`src/rtl/product_accumulator_8bits_if.sv`:
```
// Product-stream / result handshake bundle for product_accumulator_8bits.
// slave: the accumulator; master: the product source plus the result consumer.
`timescale 1ns/1ps
interface product_accumulator_8bits_if #(
  parameter int unsigned PROD_WIDTH  = 8,
  parameter int unsigned ACC_WIDTH   = 16,
  parameter int unsigned COUNT_WIDTH = 8
) ();
  logic                   in_valid;
  logic                   in_ready;
  logic [PROD_WIDTH-1:0]  in_product;
  logic                   in_last;
  logic                   out_valid;
  logic                   out_ready;
  logic [ACC_WIDTH-1:0]   out_sum;
  logic [COUNT_WIDTH-1:0] out_count;
  logic                   out_overflow;

  modport master (
    output in_valid, in_product, in_last, out_ready,
    input  in_ready, out_valid, out_sum, out_count, out_overflow
  );

  modport slave (
    input  in_valid, in_product, in_last, out_ready,
    output in_ready, out_valid, out_sum, out_count, out_overflow
  );
endinterface

```
`src/rtl/product_accumulator_8bits.sv`:
```
// Sums a packet of unsigned products (terminated by in_last) into a saturating
// accumulator and presents the packet sum/count through a one-deep result register.
`timescale 1ns/1ps
module product_accumulator_8bits #(
  parameter int unsigned PROD_WIDTH  = 8,
  parameter int unsigned ACC_WIDTH   = 16,
  parameter int unsigned COUNT_WIDTH = 8
) (
  input  logic                        clk,
  input  logic                        rst,
  product_accumulator_8bits_if.slave  bus
);

  logic [ACC_WIDTH-1:0]   acc_q,       acc_d;
  logic [COUNT_WIDTH-1:0] cnt_q,       cnt_d;
  logic                   ovf_q,       ovf_d;
  logic                   out_valid_q, out_valid_d;
  logic [ACC_WIDTH-1:0]   out_sum_q,   out_sum_d;
  logic [COUNT_WIDTH-1:0] out_count_q, out_count_d;
  logic                   out_ovf_q,   out_ovf_d;

  logic                   accept;
  logic                   retire;
  logic [ACC_WIDTH-1:0]   add_a, add_b;
  logic [ACC_WIDTH-1:0]   ks_p, g_lvl, p_lvl, g_nxt, p_nxt;
  logic [ACC_WIDTH-1:0]   add_sum;
  logic                   add_carry;
  logic [ACC_WIDTH-1:0]   sum_sat;
  logic [COUNT_WIDTH-1:0] cnt_sat;

  // A held result blocks every beat; a retiring result frees the slot this cycle.
  assign bus.in_ready = !out_valid_q || bus.out_ready;
  assign accept       = bus.in_valid && bus.in_ready;
  assign retire       = out_valid_q && bus.out_ready;

  assign bus.out_valid    = out_valid_q;
  assign bus.out_sum      = out_sum_q;
  assign bus.out_count    = out_count_q;
  assign bus.out_overflow = out_ovf_q;

  // Kogge-Stone prefix adder: accumulator + zero-extended product, with carry out.
  always_comb begin
    add_a = acc_q;
    add_b = {{(ACC_WIDTH-PROD_WIDTH){1'b0}}, bus.in_product};
    ks_p  = add_a ^ add_b;
    g_lvl = add_a & add_b;
    p_lvl = ks_p;
    g_nxt = g_lvl;
    p_nxt = p_lvl;
    for (int unsigned d = 1; d < ACC_WIDTH; d = d * 2) begin
      g_nxt = g_lvl;
      p_nxt = p_lvl;
      for (int unsigned i = d; i < ACC_WIDTH; i++) begin
        g_nxt[i] = g_lvl[i] | (p_lvl[i] & g_lvl[i-d]);
        p_nxt[i] = p_lvl[i] & p_lvl[i-d];
      end
      g_lvl = g_nxt;
      p_lvl = p_nxt;
    end
    add_sum   = ks_p ^ {g_lvl[ACC_WIDTH-2:0], 1'b0};
    add_carry = g_lvl[ACC_WIDTH-1];
  end

  // Saturating sum and term count for the beat being accepted.
  always_comb begin
    sum_sat = add_carry ? '1 : add_sum;
    cnt_sat = (cnt_q == '1) ? cnt_q : cnt_q + 1'b1;
  end

  // Next-state: running packet state and the one-deep result slot.
  always_comb begin
    acc_d       = acc_q;
    cnt_d       = cnt_q;
    ovf_d       = ovf_q;
    out_valid_d = out_valid_q;
    out_sum_d   = out_sum_q;
    out_count_d = out_count_q;
    out_ovf_d   = out_ovf_q;
    if (retire) begin
      out_valid_d = 1'b0;
    end
    if (accept) begin
      if (bus.in_last) begin
        // Last beat overrides a same-cycle retire so the slot refills without a bubble.
        out_valid_d = 1'b1;
        out_sum_d   = sum_sat;
        out_count_d = cnt_sat;
        out_ovf_d   = ovf_q | add_carry;
        acc_d       = '0;
        cnt_d       = '0;
        ovf_d       = 1'b0;
      end else begin
        acc_d = sum_sat;
        cnt_d = cnt_sat;
        ovf_d = ovf_q | add_carry;
      end
    end
  end

  // State registers, cleared asynchronously.
  always_ff @(posedge clk or posedge rst) begin
    if (rst) begin
      acc_q       <= '0;
      cnt_q       <= '0;
      ovf_q       <= 1'b0;
      out_valid_q <= 1'b0;
      out_sum_q   <= '0;
      out_count_q <= '0;
      out_ovf_q   <= 1'b0;
    end else begin
      acc_q       <= acc_d;
      cnt_q       <= cnt_d;
      ovf_q       <= ovf_d;
      out_valid_q <= out_valid_d;
      out_sum_q   <= out_sum_d;
      out_count_q <= out_count_d;
      out_ovf_q   <= out_ovf_d;
    end
  end

endmodule

```
`src/flat_wrapper.sv`:
```
// flat-port wrapper written by rule: the top's interface ports become plain ports
module product_accumulator_8bits_flat 
#(
  parameter int unsigned PROD_WIDTH  = 8,
  parameter int unsigned ACC_WIDTH   = 16,
  parameter int unsigned COUNT_WIDTH = 8
)
  (clk, rst, bus_in_valid, bus_in_product, bus_in_last, bus_out_ready, bus_in_ready, bus_out_valid, bus_out_sum, bus_out_count, bus_out_overflow);
  product_accumulator_8bits_if #(.PROD_WIDTH(PROD_WIDTH), .ACC_WIDTH(ACC_WIDTH), .COUNT_WIDTH(COUNT_WIDTH)) bus_i ();
  input  logic clk;
  input  logic rst;
  input wire logic [$bits(bus_i.in_valid)-1:0] bus_in_valid;
  input wire logic [$bits(bus_i.in_product)-1:0] bus_in_product;
  input wire logic [$bits(bus_i.in_last)-1:0] bus_in_last;
  input wire logic [$bits(bus_i.out_ready)-1:0] bus_out_ready;
  output wire logic [$bits(bus_i.in_ready)-1:0] bus_in_ready;
  output wire logic [$bits(bus_i.out_valid)-1:0] bus_out_valid;
  output wire logic [$bits(bus_i.out_sum)-1:0] bus_out_sum;
  output wire logic [$bits(bus_i.out_count)-1:0] bus_out_count;
  output wire logic [$bits(bus_i.out_overflow)-1:0] bus_out_overflow;
  assign bus_i.in_valid = bus_in_valid;
  assign bus_i.in_product = bus_in_product;
  assign bus_i.in_last = bus_in_last;
  assign bus_i.out_ready = bus_out_ready;
  assign bus_in_ready = bus_i.in_ready;
  assign bus_out_valid = bus_i.out_valid;
  assign bus_out_sum = bus_i.out_sum;
  assign bus_out_count = bus_i.out_count;
  assign bus_out_overflow = bus_i.out_overflow;
  product_accumulator_8bits #(.PROD_WIDTH(PROD_WIDTH), .ACC_WIDTH(ACC_WIDTH), .COUNT_WIDTH(COUNT_WIDTH)) u_core (.clk(clk), .rst(rst), .bus(bus_i));
endmodule
```
`config.mk`:
```
export PLATFORM = sky130hd
export DESIGN_NAME = product_accumulator_8bits_flat
export DESIGN_NICKNAME = d
export VERILOG_FILES = /design/src/rtl/product_accumulator_8bits_if.sv /design/src/rtl/product_accumulator_8bits.sv /design/src/flat_wrapper.sv
export SDC_FILE = /design/constraint.sdc
export NUM_CORES = 1
export LEC_CHECK = 0
export ABC_AREA = 1
export CORE_AREA = 8 8 89 83
export DETAILED_ROUTE_END_ITERATION = 10
export DIE_AREA = 0 0 97 91
export GPL_ROUTABILITY_DRIVEN = 0
export PLACE_DENSITY = 0.72
export SLEW_MARGIN = 30
export SYNTH_ARGS = -nofsm -noshare
export SYNTH_HDL_FRONTEND = slang
export SYNTH_SLANG_ARGS = --single-unit
```
`constraint.sdc`:
```
create_clock -name clk -period 3.6 [get_ports clk]
set_clock_uncertainty 0.1 [all_clocks]
set_input_delay 0.72 -clock clk [delete_from_list [all_inputs] [get_ports clk]]
set_output_delay 0.72 -clock clk [all_outputs]
set_load 0.1 [all_outputs]
```
==> qor.yml <==
finish:
  finish.instance_area_sq_um: 3370
  mostFrequentLayoutCells: "sky130_fd_sc_hd__nand2_1, sky130_fd_sc_hd__dfrtp_1, sky130_fd_sc_hd__inv_1, sky130_fd_sc_hd__clkdlybuf4s50_1, sky130_fd_sc_hd__nand3_1"
  layout-drive-gt1-share: 0.0806
  layout_commonest_cell: "sky130_fd_sc_hd__nand2_1"
  diodes: 0
  num-nets-final: 456
  area_growth_pct: 18.9
critical_path:
  rr_startpoint: "u_core.acc_q[0]"
  path_class: "flop to primary output"
  timing.critical_path.buf_inv: 1
  worst_path_cell_with_the_longest_stage_delay: "sky130_fd_sc_hd__clkdlybuf4s50_1"
  reg_to_reg_setup_timing_slack_ns: 1.42
  cp.arrival_ns: 1.85
  path_delay_family: "buffers and inverters"
  critical_path.cell_chain: "clkdlybuf4s50_1"
  worst-r2r-cell-count: 11
  worst_setup_path_end_kind: "primary output"
  startpoint_type: "flop"
  cpPeakStageDelay_ns: 1.15
  critPathMaxFanout: 2
  cp.required_ns: 2.78
  crit-reg2reg-capture: "u_core.acc_q[2]"
detailed_routing:
  drc_errors: 0
  wl_per_cell_microns: 12.8
  finalWirelength_microns: 6490
  dr.pass1.iters: 4
  highest_layer: "met4"
  drtIter0Drc: 124
  m1WireLength_microns: 3160
  post_detailed_route_count_of_antenna_violating_nets: 0
  routed-via-count: 2462
  vias_per_cell: 4.87
  met2WireLength_microns: 2890
  detailroute.wirelength.met3_microns: 339
hold_path:
  hold_path.startpoint: "u_core.bus.out_sum[12]"
  timing.hold.worst.class: "flop to flop"
  timing.hold.worst_path_depth: 2
  whs_endpoint: "u_core.bus.out_sum[12]"
power_and_ir_drop:
  power.net_switching_uw: 955
  vdd_ir_drop_max_mv: 0.460
  cellPowerDensity_nw_per_um2: 595
  cell_internal_pwr_uw: 1050
  p_clk_frac: 0.164
  p_seq_frac: 0.362
  swShare: 0.476
  cellLeakagePower_uw: 0.00186
  gate_power_share: 0.475
global_route:
  gr-total-overflow: 0
  grt_pass1_wl_microns: 11600
  grt_max_degree: 31
  antenna_violations_before_repair: 0
  vias_in_the_first_global_route: 2537
  track_usage: 0.156
placed_design:
  numPortBuffers: 39
  place_area_sq_um: 3280
  place.detailed.hpwl_microns: 4630
floorplanning:
  standard_cell_rows: 27
  start_util: 0.479
  floorplan.core_area_sq_um: 5910
  floorplan.die_area_sq_um: 8830
  fp.dieW_microns: 97
  overall_die_height_microns: 91
  io_count: 40
clock_network:
  ctsHtreeMaxLevel: 2
  cts_tree: "done"
  postCtsHoldBufs: 0
  cts_buffer_depth: 2
  clock_transition_at_the_registers_of_the_reported_paths_ns: 0.09
  cts_num_sinks: 51
  cts_buffers: 5
  cts-root-buf: "sky130_fd_sc_hd__clkbuf_8"
  postCtsSetupBuffers: 0
  clkLatencyLatePin_ns: 0.31
  postCtsResizedCells: 0
timing:
  period_needed_ns: 2.67
  final.period_utilization: 0.741
  rsz0062_at_grt: "false"
  slew_viol_final: 0
  setup_violations: 0
  tns_ns: 0
  worst_slew_pin_slew_ns: 1.01
  max_clock_freq_mhz: 375
  relSlewSlack: 0.326
  hold_violations: 0
status:
  outcome: "complete, no violations"
synth:
  synth.cell_area_sq_um: 2830
  synth.yosys.seq_area_share: 0.450
  synth.ff_latch_count: 51
  avg_cell_area_syn_sq_um: 7.25
  netlist_instances: 391
  synthesis.yosys.warnings: 0
  synth_top_cell_area_share: 0.450
  mappedNetlistNets: 414
  synth_cell_type_count: 32
  synth_top_cell_by_area: "sky130_fd_sc_hd__dfrtp_1"
  synth_area_leaders: "sky130_fd_sc_hd__dfrtp_1, sky130_fd_sc_hd__nand2_1, sky130_fd_sc_hd__inv_1, sky130_fd_sc_hd__ha_1, sky130_fd_sc_hd__nand3_1"
run:
  max_cap_viol_count: 0
-- worst register-to-register path, stage by stage, from the launching register on --
cell	delay, ns
sky130_fd_sc_hd__dfrtp_1	0.39
sky130_fd_sc_hd__ha_1	0.22
sky130_fd_sc_hd__fa_1	0.41
sky130_fd_sc_hd__nand2_1	0.11
sky130_fd_sc_hd__nand2_1	0.08
sky130_fd_sc_hd__and2_4	0.15
sky130_fd_sc_hd__nand2_2	0.06
sky130_fd_sc_hd__nand2_2	0.08
sky130_fd_sc_hd__nand3_4	0.19
sky130_fd_sc_hd__o21ai_0	0.16
sky130_fd_sc_hd__nand2_1	0.08
sky130_fd_sc_hd__nand2_1	0.05
-- kinds of logic (layout without fill, tap and decap cells) --
logic type               count (synthesis)  count (layout)  synth area share
buffers and inverters                   53              96            0.0751
flip-flops                              51              51             0.450
adder cells (fa/ha/maj)                 10              10            0.0468
AO/OA/AOI/OAI                           23              23            0.0472
XOR/XNOR                                 7               7            0.0216
AND/OR/NAND/NOR                        247             247             0.359
-- synthesized netlist by cell type (all sizes together) --
library cell,instances
a21boi,1
a21o,1
a21oi,6
a22o,2
and2,2
buf,6
clkbuf,3
dfrtp,51
fa,1
ha,9
inv,44
nand2,196
nand3,23
nand3b,1
nand4,2
nor2,19
nor3,2
o21a,1
o21ai,10
o22ai,1
o31ai,1
or2,2
xor2,7
-- power groups by stage --
stage	Clock [uW]	Combinational, uW	Sequential, uW
final	328	951	725
after global routing	360	1030	736
after CTS	340	958	725
after detailed placement	0	955	734
after global placement	0	947	731
after floorplan	0	347	1120
-- stage by stage --
stage | hold slack [ns] | std cells | worst slack [ns] | total power, uW | utilization
final | 0.382 | 506 | 0.933 | 2000 | 0.570
after detailed placement | 0.365 | 498 | 0.645 | 1690 | 0.556
after global placement | 0.362 | 498 | 0.700 | 1680 | 0.556
after global routing | 0.407 | 506 | 0.819 | 2130 | 0.570
after CTS | 0.389 | 506 | 0.906 | 2020 | 0.570
after floorplan | 0.353 | 391 | 0.728 | 1470 | -
-- worst max-delay path by stage --
stage | startpoint | end | depth (start not counted) | slack [ns]
CTS | u_core.bus.out_sum[8] | bus_out_sum[8] | 1 | 0.91
global placement | bus_in_product[0] | u_core.acc_q[2] | 12 | 0.70
detailed placement | bus_in_product[0] | u_core.acc_q[2] | 12 | 0.64
global route | bus_in_product[0] | u_core.acc_q[2] | 12 | 0.82
floorplan | u_core.bus.out_valid | u_core.bus.out_count[0] | 7 | 0.73
finish | u_core.bus.out_sum[8] | bus_out_sum[8] | 1 | 0.93
-- registers in the layout, summed over array words and instances, names as in the netlist --
name                     count
u_core.cnt_q                 8
u_core.bus.out_valid         1
u_core.bus.out_overflow      1
u_core.bus.out_count         8
u_core.acc_q                16
u_core.ovf_q                 1
u_core.bus.out_sum          16
-- per-layer routing --
metal,vias up,global-route usage
met5,-,0
met4,0,0.0589
met3,10,0.0303
met2,44,0.249
met1,1130,0.203
li1,1278,-
-- final cells by class --
| class | count | area (sq um) |
|---|---|---|
| flip-flops and latches | 51 | 1280 |
| repair buffers | 44 | 408 |
| clock buffers | 6 | 72.6 |
| inverters | 44 | 165 |
| clock inverters | 2 | 12.5 |
| fillers | 575 | 2540 |
| multi-input cells | 287 | 1350 |
| well taps | 72 | 90.1 |
No activity file was read; power rests on OpenSTA's default activity.
